### src/rtl/demux_deser8_if.sv
// demux_deser8_if: serial-in / word-out bundle for the 1:8 deserialiser.
//   in, in_valid, frame_start : serial link side (driven by master)
//   out, out_valid, out_ready : word output handshake (out_ready driven by master)
//   sel                       : slot index the next accepted bit lands in
//   overrun, sync_err         : one-cycle error pulses
// The slave modport is the deserialiser's view; master is the link/consumer view.
interface demux_deser8_if;
    logic       in;
    logic       in_valid;
    logic       frame_start;
    logic [7:0] out;
    logic       out_valid;
    logic       out_ready;
    logic [2:0] sel;
    logic       overrun;
    logic       sync_err;

    modport master (
        output in, in_valid, frame_start, out_ready,
        input  out, out_valid, sel, overrun, sync_err
    );

    modport slave (
        input  in, in_valid, frame_start, out_ready,
        output out, out_valid, sel, overrun, sync_err
    );
endinterface

### src/rtl/demux_deser8.sv
// demux_deser8: 1:8 serial-to-parallel demultiplexer with valid/ready word output.
//   clk    : single clock, rising edge
//   rst    : synchronous active-high reset
//   bus    : demux_deser8_if.slave (serial input, word output, sel, error pulses)
//   REVERSE: 0 puts slot k in out[k], 1 puts slot k in out[7-k]
// Bits accumulate in a shadow register; the completed word moves to a holding
// register that is only written on a load, so out stays stable otherwise.
module demux_deser8 #(
    parameter bit REVERSE = 1'b0
) (
    input logic          clk,
    input logic          rst,
    demux_deser8_if.slave bus
);

    typedef enum logic [0:0] {StIdle, StShift} state_e;

    state_e     state_q, state_d;
    logic [2:0] sel_q, sel_d;
    logic [7:0] shadow_q, shadow_d;
    logic [7:0] out_q, out_d;
    logic       out_valid_q, out_valid_d;
    logic       overrun_q, overrun_d;
    logic       sync_err_q, sync_err_d;

    logic       start, resync, shift, complete, consume;
    logic [7:0] shadow_wr;

    function automatic logic [2:0] lane(input logic [2:0] slot);
        return REVERSE ? (3'd7 - slot) : slot;
    endfunction

    localparam logic [2:0] Lane0 = REVERSE ? 3'd7 : 3'd0;

    always_comb begin
        start    = (state_q == StIdle) && bus.in_valid && bus.frame_start;
        // frame_start at sel 0 is an ordinary boundary and is handled as a normal shift
        resync   = (state_q == StShift) && bus.in_valid && bus.frame_start && (sel_q != 3'd0);
        shift    = (state_q == StShift) && bus.in_valid && !resync;
        complete = shift && (sel_q == 3'd7);
        consume  = out_valid_q && bus.out_ready;
        // shadow with the current bit merged in; on completion this is the finished word
        shadow_wr              = shadow_q;
        shadow_wr[lane(sel_q)] = bus.in;
    end

    // State register
    always_ff @(posedge clk) begin
        if (rst) begin
            state_q     <= StIdle;
            sel_q       <= 3'd0;
            shadow_q    <= 8'h00;
            out_q       <= 8'h00;
            out_valid_q <= 1'b0;
            overrun_q   <= 1'b0;
            sync_err_q  <= 1'b0;
        end else begin
            state_q     <= state_d;
            sel_q       <= sel_d;
            shadow_q    <= shadow_d;
            out_q       <= out_d;
            out_valid_q <= out_valid_d;
            overrun_q   <= overrun_d;
            sync_err_q  <= sync_err_d;
        end
    end

    // Next-state logic: once aligned, stays aligned until reset
    always_comb begin
        state_d = state_q;
        if (start) begin
            state_d = StShift;
        end
    end

    // Datapath and output next values
    always_comb begin
        sel_d       = sel_q;
        shadow_d    = shadow_q;
        out_d       = out_q;
        out_valid_d = out_valid_q;
        overrun_d   = 1'b0;
        sync_err_d  = 1'b0;

        if (start || resync) begin
            shadow_d        = 8'h00;
            shadow_d[Lane0] = bus.in;
            sel_d           = 3'd1;
            sync_err_d      = resync;
        end else if (shift) begin
            shadow_d = shadow_wr;
            sel_d    = sel_q + 3'd1;
        end

        if (consume) begin
            out_valid_d = 1'b0;
        end

        if (complete) begin
            if (!out_valid_q || bus.out_ready) begin
                out_d       = shadow_wr;
                out_valid_d = 1'b1;
            end else begin
                overrun_d = 1'b1;
            end
        end
    end

    assign bus.out       = out_q;
    assign bus.out_valid = out_valid_q;
    assign bus.sel       = sel_q;
    assign bus.overrun   = overrun_q;
    assign bus.sync_err  = sync_err_q;

endmodule

### src/flat_wrapper.sv
// flat-port wrapper written by rule: the top's interface ports become plain ports
module demux_deser8_flat 
#(
    parameter bit REVERSE = 1'b0
)
  (clk, rst, bus_in, bus_in_valid, bus_frame_start, bus_out_ready, bus_out, bus_out_valid, bus_sel, bus_overrun, bus_sync_err);
  demux_deser8_if bus_i ();
  input logic clk;
  input logic rst;
  input wire logic [$bits(bus_i.in)-1:0] bus_in;
  input wire logic [$bits(bus_i.in_valid)-1:0] bus_in_valid;
  input wire logic [$bits(bus_i.frame_start)-1:0] bus_frame_start;
  input wire logic [$bits(bus_i.out_ready)-1:0] bus_out_ready;
  output wire logic [$bits(bus_i.out)-1:0] bus_out;
  output wire logic [$bits(bus_i.out_valid)-1:0] bus_out_valid;
  output wire logic [$bits(bus_i.sel)-1:0] bus_sel;
  output wire logic [$bits(bus_i.overrun)-1:0] bus_overrun;
  output wire logic [$bits(bus_i.sync_err)-1:0] bus_sync_err;
  assign bus_i.in = bus_in;
  assign bus_i.in_valid = bus_in_valid;
  assign bus_i.frame_start = bus_frame_start;
  assign bus_i.out_ready = bus_out_ready;
  assign bus_out = bus_i.out;
  assign bus_out_valid = bus_i.out_valid;
  assign bus_sel = bus_i.sel;
  assign bus_overrun = bus_i.overrun;
  assign bus_sync_err = bus_i.sync_err;
  demux_deser8 #(.REVERSE(REVERSE)) u_core (.clk(clk), .rst(rst), .bus(bus_i));
endmodule
### config.mk
export PLATFORM = sky130hd
export DESIGN_NAME = demux_deser8_flat
export DESIGN_NICKNAME = d
export VERILOG_FILES = /design/src/rtl/demux_deser8_if.sv /design/src/rtl/demux_deser8.sv /design/src/flat_wrapper.sv
export SDC_FILE = /design/constraint.sdc
export NUM_CORES = 1
export LEC_CHECK = 0
export ABC_AREA = 1
export CAP_MARGIN = 20
export CORE_AREA = 2 2 52 54
export CTS_CLUSTER_DIAMETER = 50
export DETAILED_ROUTE_END_ITERATION = 8
export DIE_AREA = 0 0 54 56
export GPL_TIMING_DRIVEN = 0
export PLACE_DENSITY = 0.69
export RECOVER_POWER = 25
export SLEW_MARGIN = 15
export SYNTH_ARGS = -nofsm -noshare
export SYNTH_HDL_FRONTEND = slang
export SYNTH_SLANG_ARGS = --single-unit
### constraint.sdc
create_clock -name clk -period 2.7 [get_ports clk]
set_input_delay 0.54 -clock clk [delete_from_list [all_inputs] [get_ports clk]]
set_output_delay 0.54 -clock clk [all_outputs]
set_load 0.01 [all_outputs]
==> results_dict.tcl <==
set metrics [dict create \
    antenna_found_initial 0 \
    cp.required_ns 2.91 \
    outcome "completed" \
    wire_per_inst_um 11.0 \
    clkSlewWorstSetupHoldPaths_ns 0.12 \
    routed_wl_mm 2.30 \
    dp_slack_ns 0.777 \
    cp_slowest_cell "dfxtp_1" \
    core_um2 2430 \
    num_rows 18 \
    fmax_mhz 484 \
    grt_pass1_wl_mm 3.88 \
    cts_sinks 23 \
    cts_root_buffer "clkbuf_4" \
    dp.cells 204 \
    critPathBufInv 2 \
    drv_cap 0 \
    postSynthCellCount 155 \
    avgSynthCellArea_um2 6.97 \
    die_y_um 56 \
    cp-start-kind "flop" \
    ys_seq_area_frac 0.426 \
    leakage_nw 0.607 \
    synth_warnings 0 \
    port_buffers 19 \
    syn-num-nets 164 \
    first_pass_iters 4 \
    io-pin-count 20 \
    slew_violations 0 \
    ys_ff_latch 23 \
    fin_crit_sh 0.765 \
    ir_drop_mv 0.268 \
    worstPathCellList "inv_1 > ha_1 > nand2_1 > nand2_4 > nand4_1 > clkbuf_1 > nand2_1 > nand2_1 > nor2_2" \
    gr-total-overflow 0 \
    via_per_inst 4.83 \
    netlist_area_um2 1080 \
    hpwl_mm 1.70 \
    die-width_um 54 \
    drc 0 \
    clkLatencyLatePin_ns 0.30 \
    start_util 0.444 \
    ctsResizeCount 0 \
    rrSetupSlack_ns 0.63 \
    finalClockSkew_ns 0.00232 \
    worst_slack_ns 0.635 \
    grt_max_degree 13 \
    hold_class "reg2reg" \
    finalSetupViolations 0 \
    cts_tree "yes" \
    drt-initial-drc-count 26 \
    syn_to_final_growth_pct 20.5 \
    track_usage 0.169 \
    worst_ep_arrival_time_ns 2.28 \
    cpPeakStageDelay_ns 0.53 \
    globalplace.congestion 0.783 \
    fin_cells 208 \
    hold_viol 0 \
    postRouteAntennaNets 0 \
    clock_path_buffers 2 \
    htreeDepth 1 \
    fin_setup_tns_ns 0 \
    whs_ns 0.503 \
    cp_top_family "simple AND/OR/NAND/NOR gates" \
    drive_gt1_frac 0.0506 \
    postCtsHoldBufs 0 \
    postCtsSetupRepairBufs 0 \
    cp-end-kind "flop" \
    cts_buffers 3 \
    antenna_cells 0 \
    fp.dieArea_um2 3020 \
    final_core_util 0.535 \
    nets 188 \
    rsz0062_at_grt "no" \
    synth.distinct_cells 19 \
    powerDensity_nw_per_um2 453 \
    cpMostUsedCell "nand2_1" \
    critical_path_class "reg2reg" \
    vias 1005 \
    fin_crit_ns 2.07 \
    grt_pass1_vias 930 \
    worst_slew_pin_slew_ns 0.405 \
    crit_fanout 10 \
    relSlewSlack 0.730 \
]
## stage by stage
step           instance area, µm²  total power [mW]
2_1_floorplan                1080             0.415
3_3_place_gp                 1310             0.440
3_5_place_dp                 1310             0.443
4_1_cts                      1330             0.600
5_1_grt                      1300             0.620
6_report                     1300             0.590
## sequential cells by signal (all words and copies together) (netlist names)
name                  flops
u_core.bus.out            8
u_core.bus.out_valid      1
u_core.bus.overrun        1
u_core.bus.sel            3
u_core.bus.sync_err       1
u_core.shadow_q           8
u_core.state_q            1
## cell usage in the layout, fill, tap and decap left out
| cell | n |
|---|---|
| nand2_1 | 35 |
| nor2_1 | 35 |
| dfxtp_1 | 23 |
| o21ai_0 | 18 |
| clkdlybuf4s50_1 | 17 |
| inv_1 | 16 |
| nand3_1 | 10 |
| ha_1 | 3 |
| clkbuf_4 | 3 |
| inv_2 | 2 |
| nor3_1 | 2 |
| a21oi_1 | 2 |
| clkbuf_1 | 2 |
| nor2_2 | 2 |
| dlygate4sd3_1 | 2 |
| nand2_4 | 1 |
| a21oi_2 | 1 |
| nand4_1 | 1 |
| clkinv_1 | 1 |
| a31oi_1 | 1 |
| and2_1 | 1 |
## synthesized netlist by cell type
master,number,area share
a21oi_2,1,0.0081
and2_1,1,0.0058
inv_2,2,0.0070
nor2_2,2,0.012
buf_6,1,0.010
nand2_2,1,0.0058
nor2_1,35,0.12
dfxtp_1,23,0.43
ha_1,3,0.035
nand2_4,2,0.021
inv_1,16,0.056
nand3_1,10,0.046
o21ai_0,18,0.083
nand4_4,1,0.020
a31oi_1,1,0.0058
clkinv_1,1,0.0035
a21oi_1,2,0.0093
nand2_1,33,0.11
nor3_1,2,0.0093
## logic make-up after synthesis
| logic type | count (synthesis) | synth area share |
|---|---|---|
| buf+inv | 20 | 0.0765 |
| fa+ha+maj | 3 | 0.0348 |
| simple gates | 87 | 0.356 |
| compound gates | 22 | 0.107 |
| flops | 23 | 0.426 |
## routing by layer
layer | share of wire | GRT usage | vias up
met5 | 0 | 0 | -
li1 | - | - | 536
met3 | 0.025 | 0.0242 | 2
met2 | 0.49 | 0.287 | 15
met1 | 0.48 | 0.213 | 452
met4 | 0.0065 | 0.0536 | 0
## worst min-delay path, cell delays in order, from the launching register on
cell,delay (ns)
dfxtp_1,0.33
nand2_1,0.09
nor3_1,0.05
## area by class of cell
class                           count  area, µm²
Multi-Input combinational cell    112        512
Fill cell                         243       1130
Buffer                              1       3.75
Inverter                           19       71.3
Tap cell                           30       37.5
Sequential cell                    23        460
Timing Repair Buffer               19        190
Clock buffer                        4       26.3
## final timing paths
kind | startpoint | endpoint | cells after the start
setup / recovery | u_core.bus.sel[0]$_SDFFE_PP0P_ | u_core.bus.out[7]$_SDFFE_PP0P_ | 9
hold / removal | u_core.bus.out_valid$_SDFF_PP0_ | u_core.bus.overrun$_SDFF_PP0_ | 2
setup reg to reg | u_core.bus.sel[0]$_SDFFE_PP0P_ | u_core.bus.out[7]$_SDFFE_PP0P_ | 9
hold reg to reg | u_core.bus.out_valid$_SDFF_PP0_ | u_core.bus.overrun$_SDFF_PP0_ | 2
## report_power, final
part           total (mW)  leakage, nW  internal (mW)  switching (mW)
logic              0.0737        0.405         0.0290          0.0448
registers           0.359        0.186          0.349          0.0101
clock network       0.157       0.0150         0.0575          0.0997
No activity file was read; power rests on OpenSTA's default activity.
